### config.mk
export PLATFORM = sky130hd
export DESIGN_NAME = arbitro_bus_datos_flat
export DESIGN_NICKNAME = d
export VERILOG_FILES = /design/src/rtl/arbitro_bus_datos_pkg.sv /design/src/rtl/arbitro_bus_datos_if.sv /design/src/rtl/arbitro_bus_datos_rr_selector_2.sv /design/src/rtl/arbitro_bus_datos.sv /design/src/flat_wrapper.sv
export SDC_FILE = /design/constraint.sdc
export NUM_CORES = 1
export LEC_CHECK = 0
export CORE_ASPECT_RATIO = 0.5
export CORE_MARGIN = 5
export CORE_UTILIZATION = 38
export CTS_BUF_LIST = sky130_fd_sc_hd__clkbuf_8
export DETAILED_ROUTE_END_ITERATION = 6
export PLACE_DENSITY = 0.72
export SLEW_MARGIN = 20
export SYNTH_ARGS = -nofsm -noshare
export SYNTH_HDL_FRONTEND = slang
export SYNTH_HIERARCHICAL = 1
export SYNTH_SLANG_ARGS = --single-unit
### constraint.sdc
create_clock -name Clk -period 2.4 [get_ports Clk]
set_input_delay 0.48 -clock Clk [delete_from_list [all_inputs] [get_ports Clk]]
set_output_delay 0.48 -clock Clk [all_outputs]
set_load 0.05 [all_outputs]
### src/rtl/arbitro_bus_datos_pkg.sv
// Shared types and defaults for the dual-master data RAM arbiter.
// Holds the FSM state type, the bus width defaults and the latency counter width.
package arbitro_bus_datos_pkg;

  localparam int unsigned DATA_W_DEF = 8;
  localparam int unsigned ADDR_W_DEF = 8;
  localparam int unsigned CNT_W      = 3;

  typedef enum logic [1:0] {
    ST_IDLE  = 2'd0,
    ST_ISSUE = 2'd1,
    ST_WAIT  = 2'd2,
    ST_RESP  = 2'd3
  } estado_e;

endpackage

### src/rtl/arbitro_bus_datos_if.sv
// Master-side handshakes and RAM-side strobes of the data bus arbiter.
// The "slave" modport is the arbiter; "master" is the core/loader/RAM side.
interface arbitro_bus_datos_if #(
  parameter int unsigned DATA_W = 8,
  parameter int unsigned ADDR_W = 8
);
  logic              i_req0;
  logic              i_req1;
  logic              i_we0;
  logic              i_we1;
  logic [ADDR_W-1:0] i_addr0;
  logic [ADDR_W-1:0] i_addr1;
  logic [DATA_W-1:0] i_wdata0;
  logic [DATA_W-1:0] i_wdata1;
  logic              o_gnt0;
  logic              o_gnt1;
  logic              o_ack0;
  logic              o_ack1;
  logic [DATA_W-1:0] o_rdata0;
  logic [DATA_W-1:0] o_rdata1;
  logic              o_mem_en;
  logic              o_mem_we;
  logic [ADDR_W-1:0] o_mem_addr;
  logic [DATA_W-1:0] o_mem_wdata;
  logic [DATA_W-1:0] i_mem_rdata;
  logic              o_ocupado;

  modport slave (
    input  i_req0, i_req1, i_we0, i_we1, i_addr0, i_addr1,
           i_wdata0, i_wdata1, i_mem_rdata,
    output o_gnt0, o_gnt1, o_ack0, o_ack1, o_rdata0, o_rdata1,
           o_mem_en, o_mem_we, o_mem_addr, o_mem_wdata, o_ocupado
  );

  modport master (
    output i_req0, i_req1, i_we0, i_we1, i_addr0, i_addr1,
           i_wdata0, i_wdata1, i_mem_rdata,
    input  o_gnt0, o_gnt1, o_ack0, o_ack1, o_rdata0, o_rdata1,
           o_mem_en, o_mem_we, o_mem_addr, o_mem_wdata, o_ocupado
  );

endinterface

### src/rtl/arbitro_bus_datos_rr_selector_2.sv
// Two-way round-robin pick: a lone requester wins, a tie goes to the master
// that did not win last time. Purely combinational, one-hot result.
module rr_selector_2 (
  input  logic [1:0] req,
  input  logic       last_gnt,
  output logic [1:0] gnt
);

  always_comb begin
    gnt = '0;
    unique case (req)
      2'b01:   gnt = 2'b01;
      2'b10:   gnt = 2'b10;
      2'b11:   gnt = last_gnt ? 2'b01 : 2'b10;
      default: gnt = '0;
    endcase
  end

endmodule

### src/rtl/arbitro_bus_datos.sv
// Shares one single-port data RAM between the CPU data bus (M0) and the loader (M1).
// One access in flight: IDLE -> ISSUE -> [WAIT] -> RESP, every output registered.
module arbitro_bus_datos
  import arbitro_bus_datos_pkg::*;
#(
  parameter int unsigned DATA_W       = DATA_W_DEF,
  parameter int unsigned ADDR_W       = ADDR_W_DEF,
  parameter int unsigned MEM_LAT      = 1,
  parameter int unsigned PRIO_INICIAL = 0
) (
  input  logic                 Clk,
  input  logic                 Rst,
  arbitro_bus_datos_if.slave   bus
);

  if (MEM_LAT < 1 || MEM_LAT > 4) begin : g_lat_chk
    $error("arbitro_bus_datos: MEM_LAT must be in 1..4");
  end

  localparam logic [CNT_W-1:0] LAT_INI  = CNT_W'(MEM_LAT);
  localparam logic             LAST_INI = ~1'(PRIO_INICIAL);

  estado_e           estado_q,   estado_d;
  logic              last_gnt_q, last_gnt_d;
  logic              win_q,      win_d;
  logic              we_q,       we_d;
  logic [ADDR_W-1:0] addr_q,     addr_d;
  logic [DATA_W-1:0] wdata_q,    wdata_d;
  logic [CNT_W-1:0]  cnt_q,      cnt_d;
  logic              gnt0_q,     gnt0_d;
  logic              gnt1_q,     gnt1_d;
  logic              ack0_q,     ack0_d;
  logic              ack1_q,     ack1_d;
  logic              mem_en_q,   mem_en_d;
  logic              mem_we_q,   mem_we_d;
  logic              ocupado_q,  ocupado_d;
  logic [DATA_W-1:0] rdata0_q,   rdata0_d;
  logic [DATA_W-1:0] rdata1_q,   rdata1_d;
  logic [1:0]        sel_gnt;

  rr_selector_2 u_sel (
    .req      ({bus.i_req1, bus.i_req0}),
    .last_gnt (last_gnt_q),
    .gnt      (sel_gnt)
  );

  // Outputs are registered from the next state, so the strobe/ack/gnt seen in a
  // cycle always match the state the FSM occupies in that same cycle.
  always_comb begin
    estado_d   = estado_q;
    last_gnt_d = last_gnt_q;
    win_d      = win_q;
    we_d       = we_q;
    addr_d     = addr_q;
    wdata_d    = wdata_q;
    cnt_d      = cnt_q;
    gnt0_d     = gnt0_q;
    gnt1_d     = gnt1_q;
    ack0_d     = 1'b0;
    ack1_d     = 1'b0;
    mem_en_d   = 1'b0;
    mem_we_d   = 1'b0;
    ocupado_d  = ocupado_q;
    rdata0_d   = rdata0_q;
    rdata1_d   = rdata1_q;

    unique case (estado_q)
      ST_IDLE: begin
        if (|sel_gnt) begin
          win_d     = sel_gnt[1];
          we_d      = sel_gnt[1] ? bus.i_we1    : bus.i_we0;
          addr_d    = sel_gnt[1] ? bus.i_addr1  : bus.i_addr0;
          wdata_d   = sel_gnt[1] ? bus.i_wdata1 : bus.i_wdata0;
          gnt0_d    = sel_gnt[0];
          gnt1_d    = sel_gnt[1];
          mem_en_d  = 1'b1;
          mem_we_d  = sel_gnt[1] ? bus.i_we1 : bus.i_we0;
          ocupado_d = 1'b1;
          estado_d  = ST_ISSUE;
        end
      end
      ST_ISSUE: begin
        if (we_q) begin
          ack0_d   = ~win_q;
          ack1_d   = win_q;
          estado_d = ST_RESP;
        end else begin
          cnt_d    = LAT_INI;
          estado_d = ST_WAIT;
        end
      end
      ST_WAIT: begin
        if (cnt_q == CNT_W'(1)) begin
          if (win_q) rdata1_d = bus.i_mem_rdata;
          else       rdata0_d = bus.i_mem_rdata;
          ack0_d   = ~win_q;
          ack1_d   = win_q;
          estado_d = ST_RESP;
        end else begin
          cnt_d = cnt_q - CNT_W'(1);
        end
      end
      ST_RESP: begin
        last_gnt_d = win_q;
        gnt0_d     = 1'b0;
        gnt1_d     = 1'b0;
        ocupado_d  = 1'b0;
        estado_d   = ST_IDLE;
      end
    endcase
  end

  always_ff @(posedge Clk or negedge Rst) begin
    if (!Rst) begin
      estado_q   <= ST_IDLE;
      last_gnt_q <= LAST_INI;
      win_q      <= 1'b0;
      we_q       <= 1'b0;
      addr_q     <= '0;
      wdata_q    <= '0;
      cnt_q      <= '0;
      gnt0_q     <= 1'b0;
      gnt1_q     <= 1'b0;
      ack0_q     <= 1'b0;
      ack1_q     <= 1'b0;
      mem_en_q   <= 1'b0;
      mem_we_q   <= 1'b0;
      ocupado_q  <= 1'b0;
      rdata0_q   <= '0;
      rdata1_q   <= '0;
    end else begin
      estado_q   <= estado_d;
      last_gnt_q <= last_gnt_d;
      win_q      <= win_d;
      we_q       <= we_d;
      addr_q     <= addr_d;
      wdata_q    <= wdata_d;
      cnt_q      <= cnt_d;
      gnt0_q     <= gnt0_d;
      gnt1_q     <= gnt1_d;
      ack0_q     <= ack0_d;
      ack1_q     <= ack1_d;
      mem_en_q   <= mem_en_d;
      mem_we_q   <= mem_we_d;
      ocupado_q  <= ocupado_d;
      rdata0_q   <= rdata0_d;
      rdata1_q   <= rdata1_d;
    end
  end

  assign bus.o_gnt0      = gnt0_q;
  assign bus.o_gnt1      = gnt1_q;
  assign bus.o_ack0      = ack0_q;
  assign bus.o_ack1      = ack1_q;
  assign bus.o_rdata0    = rdata0_q;
  assign bus.o_rdata1    = rdata1_q;
  assign bus.o_mem_en    = mem_en_q;
  assign bus.o_mem_we    = mem_we_q;
  assign bus.o_mem_addr  = addr_q;
  assign bus.o_mem_wdata = wdata_q;
  assign bus.o_ocupado   = ocupado_q;

endmodule
### src/flat_wrapper.sv
// flat-port wrapper written by rule: the top's interface ports become plain ports
module arbitro_bus_datos_flat import arbitro_bus_datos_pkg::*;
#(
  parameter int unsigned DATA_W       = DATA_W_DEF,
  parameter int unsigned ADDR_W       = ADDR_W_DEF,
  parameter int unsigned MEM_LAT      = 1,
  parameter int unsigned PRIO_INICIAL = 0
)
  (Clk, Rst, bus_i_req0, bus_i_req1, bus_i_we0, bus_i_we1, bus_i_addr0, bus_i_addr1, bus_i_wdata0, bus_i_wdata1, bus_i_mem_rdata, bus_o_gnt0, bus_o_gnt1, bus_o_ack0, bus_o_ack1, bus_o_rdata0, bus_o_rdata1, bus_o_mem_en, bus_o_mem_we, bus_o_mem_addr, bus_o_mem_wdata, bus_o_ocupado);
  arbitro_bus_datos_if #(.DATA_W(DATA_W), .ADDR_W(ADDR_W)) bus_i ();
  input  logic Clk;
  input  logic Rst;
  input wire logic [$bits(bus_i.i_req0)-1:0] bus_i_req0;
  input wire logic [$bits(bus_i.i_req1)-1:0] bus_i_req1;
  input wire logic [$bits(bus_i.i_we0)-1:0] bus_i_we0;
  input wire logic [$bits(bus_i.i_we1)-1:0] bus_i_we1;
  input wire logic [$bits(bus_i.i_addr0)-1:0] bus_i_addr0;
  input wire logic [$bits(bus_i.i_addr1)-1:0] bus_i_addr1;
  input wire logic [$bits(bus_i.i_wdata0)-1:0] bus_i_wdata0;
  input wire logic [$bits(bus_i.i_wdata1)-1:0] bus_i_wdata1;
  input wire logic [$bits(bus_i.i_mem_rdata)-1:0] bus_i_mem_rdata;
  output wire logic [$bits(bus_i.o_gnt0)-1:0] bus_o_gnt0;
  output wire logic [$bits(bus_i.o_gnt1)-1:0] bus_o_gnt1;
  output wire logic [$bits(bus_i.o_ack0)-1:0] bus_o_ack0;
  output wire logic [$bits(bus_i.o_ack1)-1:0] bus_o_ack1;
  output wire logic [$bits(bus_i.o_rdata0)-1:0] bus_o_rdata0;
  output wire logic [$bits(bus_i.o_rdata1)-1:0] bus_o_rdata1;
  output wire logic [$bits(bus_i.o_mem_en)-1:0] bus_o_mem_en;
  output wire logic [$bits(bus_i.o_mem_we)-1:0] bus_o_mem_we;
  output wire logic [$bits(bus_i.o_mem_addr)-1:0] bus_o_mem_addr;
  output wire logic [$bits(bus_i.o_mem_wdata)-1:0] bus_o_mem_wdata;
  output wire logic [$bits(bus_i.o_ocupado)-1:0] bus_o_ocupado;
  assign bus_i.i_req0 = bus_i_req0;
  assign bus_i.i_req1 = bus_i_req1;
  assign bus_i.i_we0 = bus_i_we0;
  assign bus_i.i_we1 = bus_i_we1;
  assign bus_i.i_addr0 = bus_i_addr0;
  assign bus_i.i_addr1 = bus_i_addr1;
  assign bus_i.i_wdata0 = bus_i_wdata0;
  assign bus_i.i_wdata1 = bus_i_wdata1;
  assign bus_i.i_mem_rdata = bus_i_mem_rdata;
  assign bus_o_gnt0 = bus_i.o_gnt0;
  assign bus_o_gnt1 = bus_i.o_gnt1;
  assign bus_o_ack0 = bus_i.o_ack0;
  assign bus_o_ack1 = bus_i.o_ack1;
  assign bus_o_rdata0 = bus_i.o_rdata0;
  assign bus_o_rdata1 = bus_i.o_rdata1;
  assign bus_o_mem_en = bus_i.o_mem_en;
  assign bus_o_mem_we = bus_i.o_mem_we;
  assign bus_o_mem_addr = bus_i.o_mem_addr;
  assign bus_o_mem_wdata = bus_i.o_mem_wdata;
  assign bus_o_ocupado = bus_i.o_ocupado;
  arbitro_bus_datos #(.DATA_W(DATA_W), .ADDR_W(ADDR_W), .MEM_LAT(MEM_LAT), .PRIO_INICIAL(PRIO_INICIAL)) u_core (.Clk(Clk), .Rst(Rst), .bus(bus_i));
endmodule
==> results.cfg <==
[status]
status = finished clean

[routing]
dr_wl_met3_um = 262
highest_layer = met4
first_pass_iters = 4
routedWlPerCell_um = 14.69
wl_met1_um = 2068
drc = 0
first_iter_violations = 59
vias_per_cell = 4.817
ant_nets = 0
route.vias.total = 1633
wl_met2_um = 2638
totalWireLength_um = 4980

[power_and_ir_drop]
vdd_drop_max_v = 0.0006477
finalPower_mw = 4.685
p_switching_mw = 2.214
powerDensity_nw_per_um2 = 1482
p_int_mw = 2.470
pwr-share-clk_pct = 11.1
p_leak_nw = 1.388
swShare_pct = 47.27
pwr-share-seq_pct = 29.4
share_comb_of_total_power_pct = 59.5

[floorplan]
rows = 19
start_util_pct = 39.03
die-width_um = 115.7
die-area_sq_um = 7277
core_sq_um = 5444
io_pins = 85
die_height_um = 62.87

[setup_path]
cp-start-kind = flop
critPathArrivalTime_ns = 2.18
cp-end-kind = flop
worst_ep_required_time_ns = 2.58
critPathKind = flop to flop
path_max_fanout = 8

[global_routing]
antenna_found_initial = 0
grt_max_degree = 33
grt_pass1_vias = 1824
grtUsageTotal_pct = 15.23
grt_pass1_wl_um = 8956
grt_overflow = 0

[synth]
syn_area_sq_um = 2125
synth-seq-area-share_pct = 55.42
syn_nets = 231
ys_ff_latch = 47
ys_types = 32
synth_edf_count = 0
yosys_warnings = 6
async_flop_share_pct = 100.0
synth_ff_type = dfrtp_1
avgSynthCellArea_sq_um = 11.94
synth_cells = 178

[clock_tree]
cts.sinks = 47
cts_buffers = 5
cts_tree = done
cts.path.max_buffers = 2
cts-root-buf = clkbuf_8
clkLatencyLatePin_ns = 0.29
ctsHoldBuffers = 0
htree_levels = 2
cts_setup_buffers = 0
ctsResizeCount = 0
path_clk_slew_ns = 0.09

[finish]
final_cell_mix = clkdlybuf4s50_1, dfrtp_1, o21ai_0
antenna_cells = 0
syn2layout_area_growth_pct = 48.82
fillers = 482
multi_input_area_sq_um = 884.6
layout_commonest_cell = clkdlybuf4s50_1
seq_area_sq_um = 1177
drive_above_1_share_pct = 13.91
fin_nets = 318

[timing]
slew_headroom_pct = 52.30
setup_viol = 0
fmax_mhz = 500.1
skew_ns = 0.006159
finalHoldViolations = 0
period_minus_slack_ns = 2.000
tns_ns = 0
tightest_slew_ns = 0.7156
whs_ns = 0.2342
finalCritPeriodShare_pct = 83.32
rsz0062_at_grt = no
slew_violations = 0

[run]
drv_cap = 0

[place]
detailedPlacementHpwl_um = 3850
port_buffers = 84
place.gp.congestion = 0.7550

[worst_hold_path]
min_path_type = primary input to asynchronous set/reset pin
[metal layers]
| metal | global-route usage, % | up-vias |
|---|---|---|
| met2 | 26.95 | 43 |
| met5 | 0 | - |
| met4 | 2.605 | 0 |
| li1 | - | 792 |
| met3 | 4.062 | 2 |
| met1 | 18.92 | 796 |
[through the flow]
| stage | std cells | instance area [sq um] | util, % | setup slack, ns |
|---|---|---|---|---|
| floorplan | 178 | 2125 | - | 0.7225 |
| global placement | 331 | 3058 | 56.17 | 0.2422 |
| detailed placement | 331 | 3058 | 56.17 | 0.1904 |
| CTS | 339 | 3162 | 58.08 | 0.4015 |
| global route | 339 | 3162 | 58.08 | 0.2116 |
| finish | 339 | 3162 | 58.08 | 0.4004 |
[final cells by class]
class	count	area share (%)
multi-input combinational	115	27.98
inverter	9	1.068
sequential	47	37.24
clock buffer	7	3.047
tap	73	2.889
timing repair buffer	87	27.54
clock inverter	1	0.2374
[registers in the layout (all words and copies together), names as in the netlist]
name and cells:
u_core/bus.o_mem_wdata 8, u_core/bus.o_ack1 1, u_core/bus.o_rdata1 8, u_core/bus.o_mem_we 1
u_core/bus.o_gnt0 1, u_core/bus.o_gnt1 1, u_core/bus.o_mem_addr 8, u_core/estado_q 2
u_core/win_q 1, u_core/bus.o_ocupado 1, u_core/bus.o_rdata0 8, u_core/bus.o_mem_en 1
u_core/last_gnt_q 1, u_core/bus.o_ack0 1, u_core/we_q 1, u_core/cnt_q 3
[final timing paths]
| path | from | end | slack, ns | cells after the start |
|---|---|---|---|---|
| max | u_core/estado_q[0] | u_core/bus.o_rdata0[2] | 0.40 | 5 |
| min | Rst | u_core/bus.o_mem_wdata[3] | 0.23 | 1 |
| max reg2reg | u_core/estado_q[0] | u_core/bus.o_rdata0[2] | 0.40 | 5 |
| min reg2reg | u_core/bus.o_mem_wdata[4] | u_core/bus.o_mem_wdata[4] | 0.49 | 2 |
| max in group asynchronous | Rst | u_core/bus.o_mem_we | 1.48 | 2 |
| min in group Clk | u_core/bus.o_mem_wdata[4] | u_core/bus.o_mem_wdata[4] | 0.49 | 2 |
[kinds of logic (layout without fill, tap and decap cells)]
group	count (synthesis)	count (layout)	share of synthesized area (%)
flops	47	47	55.42
buf+inv	16	104	3.121
fa+ha+maj	7	7	4.122
mux	36	36	18.08
simple gates	37	37	8.894
compound gates	35	35	10.37
[worst max-delay path, stage by stage (launching register included)]
cell and delay, ns:
dfrtp_1 0.40, inv_1 0.15, ha_1 0.35, inv_1 0.15, nor3_4 0.45, mux2_2 0.39
[synthesized netlist by cell type, types with 2 or more instances]
library cell	number	share of area [%]
a22o_1	4	1.6
a22oi_1	2	0.71
buf_2	5	1.2
clkbuf_1	2	0.35
dfrtp_1	46	54
ha_1	7	4.1
inv_1	9	1.6
mux2_2	19	10
mux2i_1	17	8.0
nand2_1	17	3.0
nand2b_1	2	0.59
nor2_1	7	1.2
nor3_1	2	0.47
o21ai_0	20	4.7
or3_1	2	0.59
[power groups by stage]
stage                     logic, mW  clock network, mW  registers (mW)
after CTS                      2.81              0.543            1.39
final                          2.79              0.519            1.38
after detailed placement       2.80                  0            1.40
after global placement         2.74                  0            1.38
after floorplan               0.818                  0            2.43
after global routing           2.98              0.580            1.44
(Power assumes the default switching activity.)
